===== src/rtl/updown_counter_ranged.sv =====
// updown_counter_ranged
// Up/down counter confined to a programmable range [min_value, max_value].
// The step size is selectable (0 counts as 1). Three boundary modes are
// supported: wrap, saturate and one-shot. The counter also provides
// terminal-count pulses, sticky overflow/underflow flags and a
// configuration-error indication.
module updown_counter_ranged #(
  parameter int               WIDTH       = 8,
  parameter int               STEP_W      = 4,
  parameter logic [WIDTH-1:0] RESET_VALUE = '0
) (
  input  logic              clk,
  input  logic              rst_n,
  input  logic              enable,
  input  logic              load,
  input  logic              up_down_n,
  input  logic [WIDTH-1:0]  data_input,
  input  logic [STEP_W-1:0] step,
  input  logic [1:0]        mode,
  input  logic [WIDTH-1:0]  min_value,
  input  logic [WIDTH-1:0]  max_value,
  input  logic              clear_flags,
  output logic [WIDTH-1:0]  data_output,
  output logic              tc_up,
  output logic              tc_down,
  output logic              overflow,
  output logic              underflow,
  output logic              done,
  output logic              cfg_err
);

  localparam int         CW           = WIDTH + 1;
  localparam logic [1:0] MODE_SAT     = 2'b01;
  localparam logic [1:0] MODE_ONESHOT = 2'b10;

  typedef enum logic {
    RUN,
    DONE
  } state_t;

  state_t           state, state_next;
  logic [WIDTH-1:0] cnt_next;
  logic             tc_up_next, tc_down_next;
  logic             overflow_next, underflow_next;

  logic [CW-1:0]    step_eff;
  logic [CW-1:0]    cnt_ext, min_ext, max_ext;
  logic [CW-1:0]    sum_up, diff_down;
  logic             borrow;
  logic             below_min, at_min;
  logic             wrap_mode;
  logic [WIDTH-1:0] load_clamped;

  assign cfg_err   = (min_value > max_value);
  assign done      = (state == DONE);

  // Reserved mode 11 behaves like wrap, so "wrap" means "neither saturate nor one-shot".
  assign wrap_mode = (mode != MODE_SAT) && (mode != MODE_ONESHOT);

  assign step_eff  = (step == '0) ? CW'(1) : CW'(step);
  assign cnt_ext   = {1'b0, data_output};
  assign min_ext   = {1'b0, min_value};
  assign max_ext   = {1'b0, max_value};
  assign sum_up    = cnt_ext + step_eff;
  assign diff_down = cnt_ext - step_eff;

  // A borrow below zero is treated the same as landing below min_value.
  assign borrow    = (cnt_ext < step_eff);
  assign below_min = borrow || (diff_down < min_ext);
  assign at_min    = !borrow && (diff_down == min_ext);

  assign load_clamped = (data_input < min_value) ? min_value :
                        (data_input > max_value) ? max_value : data_input;

  // Next-state logic. Priority each cycle: cfg_err hold, then load,
  // then the frozen one-shot state, then enable.
  always_comb begin
    cnt_next       = data_output;
    state_next     = state;
    tc_up_next     = 1'b0;
    tc_down_next   = 1'b0;
    overflow_next  = overflow  & ~clear_flags;
    underflow_next = underflow & ~clear_flags;

    if (!cfg_err) begin
      if (load) begin
        cnt_next   = load_clamped;
        state_next = RUN;
      end else if (state == DONE) begin
        if (mode != MODE_ONESHOT) begin
          state_next = RUN;
        end
      end else if (enable) begin
        if (up_down_n) begin
          if (sum_up < max_ext) begin
            cnt_next = sum_up[WIDTH-1:0];
          end else begin
            tc_up_next = 1'b1;
            cnt_next   = max_value;
            if (sum_up != max_ext) begin
              overflow_next = 1'b1;
              if (wrap_mode) begin
                cnt_next = min_value;
              end
            end
            if (mode == MODE_ONESHOT) begin
              state_next = DONE;
            end
          end
        end else begin
          if (!below_min && !at_min) begin
            cnt_next = diff_down[WIDTH-1:0];
          end else begin
            tc_down_next = 1'b1;
            cnt_next     = min_value;
            if (below_min) begin
              underflow_next = 1'b1;
              if (wrap_mode) begin
                cnt_next = max_value;
              end
            end
            if (mode == MODE_ONESHOT) begin
              state_next = DONE;
            end
          end
        end
      end
    end
  end

  // One-shot state register.
  always_ff @(posedge clk or negedge rst_n) begin
    if (!rst_n) begin
      state <= RUN;
    end else begin
      state <= state_next;
    end
  end

  // Count, terminal-count pulses and sticky flags.
  always_ff @(posedge clk or negedge rst_n) begin
    if (!rst_n) begin
      data_output <= RESET_VALUE;
      tc_up       <= 1'b0;
      tc_down     <= 1'b0;
      overflow    <= 1'b0;
      underflow   <= 1'b0;
    end else begin
      data_output <= cnt_next;
      tc_up       <= tc_up_next;
      tc_down     <= tc_down_next;
      overflow    <= overflow_next;
      underflow   <= underflow_next;
    end
  end

endmodule


===== config.mk =====
export PLATFORM = sky130hd
export DESIGN_NAME = updown_counter_ranged
export DESIGN_NICKNAME = d
export VERILOG_FILES = /design/src/rtl/updown_counter_ranged.sv
export SDC_FILE = /design/constraint.sdc
export NUM_CORES = 1
export LEC_CHECK = 0
export ABC_CLOCK_PERIOD_IN_PS = 9700
export CAP_MARGIN = 40
export CORE_UTILIZATION = 35
export DETAILED_ROUTE_END_ITERATION = 16
export PLACE_DENSITY = 0.59
export SYNTH_ARGS = -nofsm -noshare
export SYNTH_HDL_FRONTEND = slang
export SYNTH_SLANG_ARGS = --single-unit

===== constraint.sdc =====
create_clock -name clk -period 9.7 [get_ports clk]
set_input_delay 1.94 -clock clk [delete_from_list [all_inputs] [get_ports clk]]
set_output_delay 1.94 -clock clk [all_outputs]
set_load 0.005 [all_outputs]

Yosys cells after proc, flatten, opt, wreduce, memory -nomap -nowiden
Index checks and enable logic that the tools add are counted.

Register bits: 13. Latch bits: 0. Memory bits (writable): 0. ROM bits: 0. Input port bits: 36. Output and inout port bits: 14. Memories: 0.

Add/sub/neg operators: 2. $mul: 0. Divide/modulo/power cells: 0. Magnitude comparators: 6. Equality and inequality tests: 6. Shifts and indexed selects: 0. Multiplexer cells: 47. Bitwise operators: 4. Reductions and logical operators: 10.

Operators with widths (count): $mux W8 (12); $mux W1 (34); $lt A9 B8 Y1 (2); $gt A8 B8 Y1 (2); $add A8 B4 Y9 (1); $eq A9 B8 Y1 (1); $ne A9 B8 Y1 (1); $sub A8 B4 Y9 (1); $lt A8 B4 Y1 (1); $lt A8 B8 Y1 (1); $logic_not A4 Y1 (1); $mux W4 (1); $ne A2 B2 Y1 const B (2); $logic_and A1 B1 Y1 (3); $logic_not A1 Y1 (3); $reduce_and A3 Y1 (1); $and A1 B1 Y1 (2); $eq A2 B2 Y1 const B (1); $ne A2 B1 Y1 const B (1); $not A1 Y1 (2); $reduce_bool A2 Y1 (1); $logic_or A1 B1 Y1 (1).

Logic depth before layout (Yosys ltp)
Depth after elaboration: 13. Gate-level depth with buffers: 18.

Worst setup path after synthesis
Ideal clock, no wire load.

Path kind: input to register. Start: input step[1]. End: register data_output[1]. Library setup time: 0.136 ns. Arrival time: 5.308 ns. Data required time: 9.564 ns. Path slack: 4.256 ns. Stages: 17. Path buffers: 0. Cells stage by stage: inv_1 a31o_2 ha_1 inv_1 fa_1 a21o_1 and2_1 nor4_1 xor2_1 ha_1 nand4_1 o32ai_1 nor2_1 o31ai_2 a21oi_1 a2111oi_2 o211ai_1.

Word-level cells in the longest chain between the ends: 12. Elaborated cells between the ends (all ways): 23.

Ends and longest elaborated chain: start, declared (line 18) `input logic [STEP_W-1:0] step,`; $logic_not A4 Y1 (line 60) `assign step_eff = (step == '0) ? CW'(1) : CW'(step);`; $mux W4 (*) (line 60); $sub A8 B4 Y9 / $lt A8 B4 Y1 (equally long branches) (line 65, 68); $lt A9 B8 Y1 (tied with other cells) (line 69) `assign below_min = borrow || (diff_down < min_ext);`; $logic_or A1 B1 Y1 / $logic_and A1 B1 Y1 (equally long branches) (line 69, 70); $logic_not A1 Y1 (line 111) `if (!below_min && !at_min) begin`; $logic_and A1 B1 Y1 (line 111); $mux W8 (line 111); $mux W8 (*) (line 94) `if (up_down_n) begin`; $mux W8 (*) (line 93) `end else if (enable) begin`; $mux W8 (*) (line 89) `end else if (state == DONE) begin`; $mux W8 (*) (line 86) `if (load) begin`; end signal, assigned (line 149) `data_output <= cnt_next;`; end, declared (line 23) `output logic [WIDTH-1:0] data_output,`.

Mark *: on every way between the ends. The rest lies on a longest branch, timed or not. The select of a mux whose other input is x is not followed. A chain may end at the register's enable or synchronous reset.

Final worst setup path
Ends and elaborated chain as after synthesis.

==> summary.txt <==
Synth warn: 0
Layout cells sized above 1: 6.91%
Normalized max-slew margin: 38.4%
Layout Skew: 9.39 ps
DIE AREA: 7650 um^2
Setup_tns: 0 ps
Core area: 6910 um^2
First drt pass iteration count: 4
Critical R2R Launch: data_output[0]
First-pass GRT wire length: 13800 um
Power Total: 798 uW
Placed Cells: 454
Dpl hpwl: 7010 um
Largest net degree at the start of global routing: 14
Met3 Wirelength: 543 um
Area of the multi-input gates: 2060 um^2
Final Instance Count excl. Fillers: 458
Setup crit start: step[1]
Die H: 87.4 um
Cts hold-fix bufs: 0
NumNets Final: 450
Most used flip-flop cell after synthesis: dfrtp_1
Clock-pin slew on the worst setup and hold paths: 70 ps
Post-Syn Area: 2550 um^2
Final setup fails: 0
Post-synth EDFFs: 0
Inserted Clock Buffers: 3
Hold_ws: 519 ps
Worst vdd ir: 0.129 mV
Largest area contributor in the netlist: ha_1
Distinct cell type count after synthesis: 55
Initial core utilization: 37.0%
Leakage: 1.44 nW
Top sig layer: met4
Pins Over Slew Limit: 0
PortBufs: 49
Die X-Extent: 87.4 um
Routed WL per cell: 18.6 um
Post-CTS Resized: 0
Hold Vio Cnt, Final: 0
DRT met1 WL: 3820 um
CTS tree: yes
FFs w/ async S/R, synth: 100%
Grt ovf: 0
Top cells by area, synth: ha_1, dfrtp_1, inv_1
Top cell type's share of synthesized area: 24.0%
Vias in the first global route: 2655
I/O pin cnt: 50
Hold crit path type: reg -> reg
Fill cells: 731
CP Data Arrival Time: 6480 ps
Placed cell area: 3120 um^2
#FFs+latches synth: 13
Num rows: 30
Clk buf depth: 2
Final instance area: 3170 um^2
Worst EP required: 9820 ps
Crit path launch type: primary input
Initial antenna violation count: 0
Routed vias: 2619
Slew at the pin closest to its max-slew limit: 919 ps
Maxcap violations: 0
Root Buffer: clkbuf_8
Syn Inst Count: 318
Seq. cell area: 325 um^2
Status: completed
Antenna cells: 0
Cell Pwr Density: 252 nW/um^2
Setup Crit Path Kind: in -> reg
RSZ-0062 raised after global routing: no
Post-synth top cells: ha_1, inv_1, nor2_1, nand2_1
# Post-CTS Setup Buffers: 0
Final min period: 6360 ps
Min-delay src: overflow
Clock sinks: 13
Post-synthesis area per instance: 8.03 um^2
DR DRC count: 0
Clock latency on the worst-skew pair: 250 ps
Syn nets: 405
Area grow syn2layout: 24.0%
Seq/Total Area, Yosys: 12.7%
Final Wtd Congestion: 0.904
GRT Total Usage: 23.8%
Routed Wire Length: 8520 um
Fin util: 45.9%
Dpl ws: 3140 ps
Number of routed nets with antenna violations: 0
Most numerous cell in the Yosys netlist: ha_1
Crit-path max FO: 7
H-tree levels: 1
WL met2: 4000 um
Final worst slack: 3340 ps
Fmax: 157 MHz
Initial DRC count: 305
Final Cycle Share: 65.5%
Crit path capture type: flip-flop
Vias per cell: 5.72
registers in the layout, indices dropped and copies added (netlist names):
signal and flops:
underflow 1, tc_down 1, overflow 1, done 1, data_output 8, tc_up 1
power breakdown:
part           switching [mW]  leakage (nW)  internal [mW]
Sequential             0.0391         0.166         0.0729
Clock                  0.0238        0.0228         0.0291
Combinational           0.353          1.25          0.280
cell type report:
class	count	area share (%)
inverter	30	3.55
timing repair buffer	51	16.0
sequential	13	10.3
tap	96	3.79
clock buffer	4	1.42
multi-input combinational	264	65.0
routing by layer:
layer	track usage, %	vias to the layer above
li1	-	1269
met3	2.75	19
met1	31.3	1233
met2	41.1	98
met4	5.96	0
met5	0	-
final timing paths:
kind                                   to  slack (ps)  cells after the start
setup / recovery           data_output[1]        3340                     18
hold / removal                   overflow         520                      2
setup reg to reg           data_output[1]        5350                     16
hold reg to reg                  overflow         520                      2
max in group asynchronous  data_output[3]        7230                      1
min in group asynchronous            done        2070                      1
cells by family (layout without fill, tap and decap cells):
logic type      after synthesis  count (layout)  share of synthesized area (%)
flops                        13              13                           12.7
xor+xnor                     10              10                           3.43
simple gates                 93              93                           18.4
compound gates               95              95                           27.1
fa+ha+maj                    51              51                           25.6
mux                          15              15                           6.07
buf+inv                      41              85                           6.66
cells in the final DEF (no fill, tap or decap), types with 4 or more instances in the layout:
master,instances
o211ai_1,9
mux2i_1,11
nor2_1,24
xor2_1,6
o22ai_1,6
ha_1,49
dfrtp_1,13
nand3_1,7
inv_1,30
nand2b_1,5
a32oi_1,5
clkdlybuf4s50_1,49
a21o_1,6
nor2b_1,8
nor3_1,4
a211o_1,7
and3_1,6
nand2_1,18
xnor2_1,4
or2_2,6
a21oi_1,15
o21ai_0,15
mux2_2,4
nand4_1,8
worst max-delay path, cell delays in order:
cell             delay [ps]
clkdlybuf4s50_1         470
inv_1                   170
a31o_2                  210
ha_1                    170
inv_1                    50
fa_1                    390
a21o_1                  180
and2_1                  180
nor4_1                  230
xor2_1                  330
ha_1                    210
nand4_1                 160
o32ai_1                 340
nor2_1                   90
o31ai_2                 570
a21oi_1                 190
a2111oi_2               430
o211ai_1                150
Note: power is estimated with default switching activity, not from simulation.
